### src/rtl/mips_pkg.sv
// Shared definitions for the MIPS pipeline hazard controller: syscall FSM
// state encoding, forwarding select codes and the hardwired-zero register.
package mips_pkg;

    typedef enum logic [1:0] {
        RUN   = 2'd0,
        DRAIN = 2'd1,
        FIRE  = 2'd2
    } sys_state_e;

    localparam logic [1:0] FWD_RF  = 2'b00;
    localparam logic [1:0] FWD_WB  = 2'b01;
    localparam logic [1:0] FWD_MEM = 2'b10;

    localparam logic [4:0] REG_ZERO = 5'd0;

    // $0 is hardwired to zero, so a dependency on it is never real.
    function automatic logic reg_match(input logic [4:0] src, input logic [4:0] dst);
        return (src != REG_ZERO) && (src == dst);
    endfunction

endpackage

### src/rtl/hazard_ctrl_if.sv
// Bundle of pipeline-side signals seen by the hazard controller.
// Handshake: there is no valid/ready pair; every signal is level-sensitive
// and sampled each cycle. The pipeline (master) drives stage specifiers and
// control bits; the controller (slave) returns stall, flush, forward selects
// and the one-cycle syscall_go pulse, all combinational within the cycle.
interface hazard_ctrl_if;

    logic [4:0] rsD;
    logic [4:0] rtD;
    logic [4:0] rsE;
    logic [4:0] rtE;
    logic [4:0] writeregE;
    logic [4:0] writeregM;
    logic [4:0] writeregW;
    logic       regwriteE;
    logic       regwriteM;
    logic       regwriteW;
    logic       memtoregE;
    logic       memtoregM;
    logic       branchD;
    logic       jrD;
    logic       syscallD;

    logic       stallF;
    logic       stallD;
    logic       flushE;
    logic       forwardAD;
    logic       forwardBD;
    logic [1:0] forwardAE;
    logic [1:0] forwardBE;
    logic       syscall_go;

    modport master (
        output rsD, rtD, rsE, rtE, writeregE, writeregM, writeregW,
               regwriteE, regwriteM, regwriteW, memtoregE, memtoregM,
               branchD, jrD, syscallD,
        input  stallF, stallD, flushE, forwardAD, forwardBD,
               forwardAE, forwardBE, syscall_go
    );

    modport slave (
        input  rsD, rtD, rsE, rtE, writeregE, writeregM, writeregW,
               regwriteE, regwriteM, regwriteW, memtoregE, memtoregM,
               branchD, jrD, syscallD,
        output stallF, stallD, flushE, forwardAD, forwardBD,
               forwardAE, forwardBE, syscall_go
    );

endinterface

### src/rtl/hazard_syscall_fsm.sv
// Syscall sequencer: a syscall held in decode (with no hazard pending)
// drains E/M/W for DRAIN_CYCLES cycles, then pulses syscall_go for one
// cycle and returns to RUN unconditionally. State is exposed for debug.
module hazard_syscall_fsm
    import mips_pkg::*;
#(
    parameter int DRAIN_CYCLES = 3
) (
    input  logic       clk,
    input  logic       rst_n,
    input  logic       syscallD,
    input  logic       hz,
    output logic [1:0] state,
    output logic [2:0] cnt,
    output logic       syscall_go
);

    localparam logic [1:0] ST_RUN   = RUN;
    localparam logic [1:0] ST_DRAIN = DRAIN;
    localparam logic [1:0] ST_FIRE  = FIRE;

    localparam logic [2:0] CNT_LOAD = 3'(DRAIN_CYCLES - 1);

    // State and drain counter; a hazard always wins over starting a drain.
    always_ff @(posedge clk or negedge rst_n) begin
        if (!rst_n) begin
            state <= ST_RUN;
            cnt   <= 3'd0;
        end else begin
            case (state)
                ST_RUN: begin
                    if (syscallD && !hz) begin
                        state <= ST_DRAIN;
                        cnt   <= CNT_LOAD;
                    end
                end
                ST_DRAIN: begin
                    if (cnt == 3'd0) begin
                        state <= ST_FIRE;
                    end else begin
                        cnt <= cnt - 3'd1;
                    end
                end
                ST_FIRE: begin
                    state <= ST_RUN;
                end
                default: begin
                    state <= ST_RUN;
                    cnt   <= 3'd0;
                end
            endcase
        end
    end

    assign syscall_go = (state == ST_FIRE);

endmodule

### src/rtl/hazard_ctrl.sv
// Pipeline hazard controller for the five-stage MIPS core: forwarding
// selects, load-use / branch / jr stalls, execute flush, and syscall drain
// sequencing. Optional feature macro: HAZARD_PERF_EN adds the stall_cycles
// counter port (saturating count of cycles with stallD high).
module hazard_ctrl
    import mips_pkg::*;
#(
    parameter int DRAIN_CYCLES = 3
) (
    input  logic        clk,
    input  logic        rst_n,
    hazard_ctrl_if.slave hif
`ifdef HAZARD_PERF_EN
    ,
    output logic [31:0] stall_cycles
`endif
);

    logic       lwstall;
    logic       brstall;
    logic       jrstall;
    logic       hz;
    logic       stall;
    logic [1:0] state;
    logic [2:0] cnt;

    // Execute-stage forwarding: M result has priority over W result.
    always_comb begin
        hif.forwardAE = FWD_RF;
        if (hif.regwriteM && reg_match(hif.rsE, hif.writeregM)) begin
            hif.forwardAE = FWD_MEM;
        end else if (hif.regwriteW && reg_match(hif.rsE, hif.writeregW)) begin
            hif.forwardAE = FWD_WB;
        end
        hif.forwardBE = FWD_RF;
        if (hif.regwriteM && reg_match(hif.rtE, hif.writeregM)) begin
            hif.forwardBE = FWD_MEM;
        end else if (hif.regwriteW && reg_match(hif.rtE, hif.writeregW)) begin
            hif.forwardBE = FWD_WB;
        end
    end

    // Decode comparator / JR address forwarding from the M-stage ALU result.
    always_comb begin
        hif.forwardAD = hif.regwriteM && reg_match(hif.rsD, hif.writeregM);
        hif.forwardBD = hif.regwriteM && reg_match(hif.rtD, hif.writeregM);
    end

    // Hazard detection: load-use, plus branch/jr needing a value not yet
    // available (ALU result still in E, or load data still in M).
    always_comb begin
        lwstall = hif.memtoregE && hif.regwriteE &&
                  (reg_match(hif.rsD, hif.writeregE) || reg_match(hif.rtD, hif.writeregE));
        brstall = hif.branchD &&
                  ((hif.regwriteE &&
                    (reg_match(hif.rsD, hif.writeregE) || reg_match(hif.rtD, hif.writeregE))) ||
                   (hif.memtoregM &&
                    (reg_match(hif.rsD, hif.writeregM) || reg_match(hif.rtD, hif.writeregM))));
        jrstall = hif.jrD &&
                  ((hif.regwriteE && reg_match(hif.rsD, hif.writeregE)) ||
                   (hif.memtoregM && reg_match(hif.rsD, hif.writeregM)));
        hz      = lwstall || brstall || jrstall;
    end

    hazard_syscall_fsm #(
        .DRAIN_CYCLES (DRAIN_CYCLES)
    ) u_syscall_fsm (
        .clk        (clk),
        .rst_n      (rst_n),
        .syscallD   (hif.syscallD),
        .hz         (hz),
        .state      (state),
        .cnt        (cnt),
        .syscall_go (hif.syscall_go)
    );

    // Stall source depends on FSM state; everything is forced low in reset.
    always_comb begin
        case (state)
            2'(RUN):   stall = hz;
            2'(DRAIN): stall = 1'b1;
            default:   stall = 1'b0;
        endcase
        stall      = stall && rst_n;
        hif.stallF = stall;
        hif.stallD = stall;
        hif.flushE = stall;
    end

`ifdef HAZARD_PERF_EN
    // Saturating count of cycles in which decode was held.
    always_ff @(posedge clk or negedge rst_n) begin
        if (!rst_n) begin
            stall_cycles <= 32'd0;
        end else if (stall && (stall_cycles != 32'hFFFF_FFFF)) begin
            stall_cycles <= stall_cycles + 32'd1;
        end
    end
`endif

    // cnt is observed only through the FSM's state transitions here.
    logic unused_cnt;
    assign unused_cnt = ^cnt;

endmodule

### src/flat_wrapper.sv
// flat-port wrapper written by rule: the top's interface ports become plain ports
module hazard_ctrl_flat import mips_pkg::*;
#(
    parameter int DRAIN_CYCLES = 3
)
  (clk, rst_n, hif_rsD, hif_rtD, hif_rsE, hif_rtE, hif_writeregE, hif_writeregM, hif_writeregW, hif_regwriteE, hif_regwriteM, hif_regwriteW, hif_memtoregE, hif_memtoregM, hif_branchD, hif_jrD, hif_syscallD, hif_stallF, hif_stallD, hif_flushE, hif_forwardAD, hif_forwardBD, hif_forwardAE, hif_forwardBE, hif_syscall_go);
  hazard_ctrl_if hif_i ();
  input  logic clk;
  input  logic rst_n;
  input wire logic [$bits(hif_i.rsD)-1:0] hif_rsD;
  input wire logic [$bits(hif_i.rtD)-1:0] hif_rtD;
  input wire logic [$bits(hif_i.rsE)-1:0] hif_rsE;
  input wire logic [$bits(hif_i.rtE)-1:0] hif_rtE;
  input wire logic [$bits(hif_i.writeregE)-1:0] hif_writeregE;
  input wire logic [$bits(hif_i.writeregM)-1:0] hif_writeregM;
  input wire logic [$bits(hif_i.writeregW)-1:0] hif_writeregW;
  input wire logic [$bits(hif_i.regwriteE)-1:0] hif_regwriteE;
  input wire logic [$bits(hif_i.regwriteM)-1:0] hif_regwriteM;
  input wire logic [$bits(hif_i.regwriteW)-1:0] hif_regwriteW;
  input wire logic [$bits(hif_i.memtoregE)-1:0] hif_memtoregE;
  input wire logic [$bits(hif_i.memtoregM)-1:0] hif_memtoregM;
  input wire logic [$bits(hif_i.branchD)-1:0] hif_branchD;
  input wire logic [$bits(hif_i.jrD)-1:0] hif_jrD;
  input wire logic [$bits(hif_i.syscallD)-1:0] hif_syscallD;
  output wire logic [$bits(hif_i.stallF)-1:0] hif_stallF;
  output wire logic [$bits(hif_i.stallD)-1:0] hif_stallD;
  output wire logic [$bits(hif_i.flushE)-1:0] hif_flushE;
  output wire logic [$bits(hif_i.forwardAD)-1:0] hif_forwardAD;
  output wire logic [$bits(hif_i.forwardBD)-1:0] hif_forwardBD;
  output wire logic [$bits(hif_i.forwardAE)-1:0] hif_forwardAE;
  output wire logic [$bits(hif_i.forwardBE)-1:0] hif_forwardBE;
  output wire logic [$bits(hif_i.syscall_go)-1:0] hif_syscall_go;
  assign hif_i.rsD = hif_rsD;
  assign hif_i.rtD = hif_rtD;
  assign hif_i.rsE = hif_rsE;
  assign hif_i.rtE = hif_rtE;
  assign hif_i.writeregE = hif_writeregE;
  assign hif_i.writeregM = hif_writeregM;
  assign hif_i.writeregW = hif_writeregW;
  assign hif_i.regwriteE = hif_regwriteE;
  assign hif_i.regwriteM = hif_regwriteM;
  assign hif_i.regwriteW = hif_regwriteW;
  assign hif_i.memtoregE = hif_memtoregE;
  assign hif_i.memtoregM = hif_memtoregM;
  assign hif_i.branchD = hif_branchD;
  assign hif_i.jrD = hif_jrD;
  assign hif_i.syscallD = hif_syscallD;
  assign hif_stallF = hif_i.stallF;
  assign hif_stallD = hif_i.stallD;
  assign hif_flushE = hif_i.flushE;
  assign hif_forwardAD = hif_i.forwardAD;
  assign hif_forwardBD = hif_i.forwardBD;
  assign hif_forwardAE = hif_i.forwardAE;
  assign hif_forwardBE = hif_i.forwardBE;
  assign hif_syscall_go = hif_i.syscall_go;
  hazard_ctrl #(.DRAIN_CYCLES(DRAIN_CYCLES)) u_core (.clk(clk), .rst_n(rst_n), .hif(hif_i));
endmodule
### config.mk
export PLATFORM = sky130hd
export DESIGN_NAME = hazard_ctrl_flat
export DESIGN_NICKNAME = d
export VERILOG_FILES = /design/src/rtl/mips_pkg.sv /design/src/rtl/hazard_ctrl_if.sv /design/src/rtl/hazard_syscall_fsm.sv /design/src/rtl/hazard_ctrl.sv /design/src/flat_wrapper.sv
export SDC_FILE = /design/constraint.sdc
export NUM_CORES = 1
export LEC_CHECK = 0
export ABC_AREA = 1
export BUFFER_PORTS_ARGS = -buffer_cell sky130_fd_sc_hd__buf_2
export CAP_MARGIN = 10
export CORE_ASPECT_RATIO = 1.25
export CORE_UTILIZATION = 47
export CTS_CLUSTER_DIAMETER = 40
export CTS_CLUSTER_SIZE = 8
export DETAILED_ROUTE_END_ITERATION = 7
export PLACE_DENSITY = 0.79
export SLEW_MARGIN = 20
export SYNTH_ARGS = -nofsm -noshare
export SYNTH_HDL_FRONTEND = slang
export SYNTH_SLANG_ARGS = --single-unit
export TNS_END_PERCENT = 20
### constraint.sdc
create_clock -name clk -period 1.6 [get_ports clk]
set_clock_uncertainty 0.2 [all_clocks]
set_input_delay 0.24 -clock clk [delete_from_list [all_inputs] [get_ports clk]]
set_output_delay 0.24 -clock clk [all_outputs]
set_load 0.05 [all_outputs]
==> run metrics <==
largest family of logic cells by synthesized area=simple AND/OR/NAND/NOR gates; status=finished, violations left; max incr delay on CP=between 0.2 and 0.25 ns; Post-DRT Antenna Nets=0; # fillers=84; Nets=around 360; capturing point of the worst reg2reg path=u_core.u_syscall_fsm.cnt[0]; commonest non-fill, non-tap cell in the layout=nand2_1; Vias per Instance=roughly 6.1; Core Rows=19; die area=roughly 2700 sq um; Top FF cell, synth=dfrtp_1; FF-to-FF Start=u_core.u_syscall_fsm.state[0]; DRT Wirelength=about 6.4 mm; final worst slack=-0.464 ns; clock share of power=under 10%; post-synthesis xor/xnor area fraction=a little over an eighth; Tightest Pin Transition=around 0.37 ns; pin count of the biggest net entering global routing=7; syn_nets=~270; Setup crit end kind=output pin; Final Hold Viols=0; Critical Path Source Type=primary input; Non-Filler Instances=around 340; first-pass GRT wire length=around 6.8 mm; Core Region=about 2300 sq um; adder-cell share of the synthesized area=approximately 2.1%; I/O Pins=55; worst-path cell chain=buf_2, inv_1, a21oi_1, nand2_1, nor2_1, nand2_1, nand2_1, nand2_1, nand2_2, nor2_4, a21oi_4, buf_6; Port Buffer Count=between 50 and 60; Logic pwr share=between 70% and 80%; first-pass detailed-route iteration total=5; worst vdd ir=roughly 1400 uV; Post-Synth Simple-Gate Area=~46%; CP arrival=1.62 ns; CTS H-tree depth=1; count of state elements after synthesis=5; Critical Path Fanout Max=4; Internal Power=approximately 0.8 mW; FF-to-FF path depth=9; failing checks=negative setup slack; Cells after DPL=about 330; WL per Instance=between 15 and 20 microns; Slew HR=approximately 75%; post-synthesis mux area share=0%; Slew Viols, Final=0; clock sink count=5; detailed-placement wirelength estimate=between 3 and 4 mm; die height=57.8 microns; vias in the first global route=1,632; yosys warns=0; Clock Path Buffers=2; Switching Fraction=about 52%; GRT Total Usage=34.3%; Num CTS Buffers=3; Final Cycle Share=129%; met3 routed WL=694 microns; GR Overflow Total=0; register area share after synthesis=between 10% and 20%; setup TNS=-4.12 ns; Max-Cap Viols=0; Area Overhead vs Synth=82.0%; top sig layer=met4; most frequent cells in the layout=nand2_1 (68), buf_4 (43), inv_1 (30); Root Driver=clkbuf_4; Mapped Cells=between 200 and 250; RSZ-0062 raised after global routing=true; vias=2,099; detailed-route DRC error count=0; Fmax=0.484 GHz; Net Sw Power=around 0.87 mW; Starting DRT DRC Count=220; asr flop ratio synth=between 90% and 100%; Flop pwr share=between 10% and 20%; crit path time final=approximately 2.1 ns; Cell Pwr Density=roughly 780 nW/um^2; Clock Latency Late Sink=roughly 0.26 ns; Die X=46.6 microns; Critical Setup Path Class=primary input to output pin; DP Area=about 1800 sq um; GPL Wtd Cong=just under 0.9; antenna violations before repair=0; CTS tree=done; post-route cell area=2130 sq um; Post-synth EDFFs=0; number of diodes=0; Worst path slowest cell=a21oi_4; Total Power=roughly 1.7 mW; final hold slack=between 0.15 and 0.2 ns; layout cell share with drive strength beyond 1=between 40 and 50%; M1 wire length=1.96 mm; # setup viols final=13; Mapped Avg Cell Area=roughly 5.3 sq um; Synth cell types=25; CP most frequent cell=nand2_1; P_leak=between 1 and 1.5 nW; Cell Area, Synth=roughly 1200 sq um; Synth Area in Compound Gates=12.4%; Worst Path Required=about 1.2 ns; Met2 Wirelength=3.09 mm; clock slew at reported path FFs=~0.050 ns; r2r setup slk=-0.03 ns; Initial Util=between 50 and 60%; hold crit path type=primary input to async pin
## timing repair
| action | in CTS | in global routing |
|---|---|---|
| pin swaps | 14 | 28 |
| hold endpoints to repair | 5 | 0 |
| endpoints found under the setup margin | 12 | 14 |
| hold buffers | 1 | 0 |
| resized for setup | 46 | 42 |
| buffers inserted | 3 | 2 |
## power groups by stage
stage / clock [mW] / combinational (mW) / sequential [mW]
floorplan: 0 / 0.636 / 0.229
global placement: 0 / 0.924 / 0.214
detailed placement: 0 / 0.938 / 0.216
CTS: 0.161 / 1.05 / 0.214
global route: 0.164 / 1.34 / 0.223
finish: 0.161 / 1.28 / 0.222
## worst max path at each step
| stage | startpoint | end | slack [ns] | cells after the start |
|---|---|---|---|---|
| after floorplan | hif_rtE[1] | hif_forwardBE[0] | -0.32 | 6 |
| after global placement | hif_rsD[4] | hif_flushE | -0.34 | 11 |
| after detailed placement | hif_rsD[4] | hif_stallF | -0.35 | 11 |
| after CTS | hif_rsD[1] | hif_stallF | -0.25 | 9 |
| after global routing | hif_rtD[1] | hif_stallF | -0.62 | 12 |
| final | hif_regwriteE | hif_stallF | -0.46 | 12 |
## cells by family (layout without fill, tap and decap cells)
group / count (synthesis) / after routing
buf+inv: 44 / 135
xor+xnor: 18 / 18
fa+ha+maj: 2 / 2
compound gates: 24 / 24
flops: 5 / 5
simple gates: 129 / 129
## metrics by stage
step / util, % / setup slack (ns)
3_5_place_dp: 77.2 / -0.354
2_1_floorplan: - / -0.323
5_1_grt: 93.2 / -0.617
3_3_place_gp: 77.2 / -0.345
6_report: 93.2 / -0.464
4_1_cts: 86.8 / -0.254
## Yosys cell counts, drive strengths merged (2+ instances only)
cell / instances / area share (%)
a21oi: 7 / 3.0
buf: 2 / 1.3
dfrtp: 5 / 11
ha: 2 / 2.1
inv: 42 / 13
nand2: 77 / 25
nand3: 12 / 5.6
nand4: 4 / 2.1
nor2: 27 / 8.9
nor3: 2 / 0.86
nor4: 5 / 2.7
o2111ai: 4 / 3.0
o21ai: 9 / 4.2
o22ai: 3 / 1.6
xnor2: 17 / 13
## worst max-delay path, delay by kind of cell
family,cells,cell delay (ns)
and+or+nand+nor,7,0.56
AOI/OAI and AO/OA,2,0.43
buffers and inverters,3,0.39
## cell type report
cell class              count  area (sq um)  area share [%]
well taps                  31          38.8            1.82
repair buffers             89           676            31.8
clock buffers               4          26.3            1.24
multi-input cells         173          1080            50.9
flip-flops and latches      5           125            5.88
inverters                  42           178            8.35
## state kept, by name, summed over array words and instances (netlist names)
signal / cells
u_core.u_syscall_fsm.cnt: 3
u_core.u_syscall_fsm.state: 2
## metal layers
layer	global-route usage [%]	vias to the layer above
met2	66.7	226
li1	-	887
met5	0	-
met3	5.30	92
met1	33.2	894
met4	13.4	0
Power figures use the tool's default switching activity.
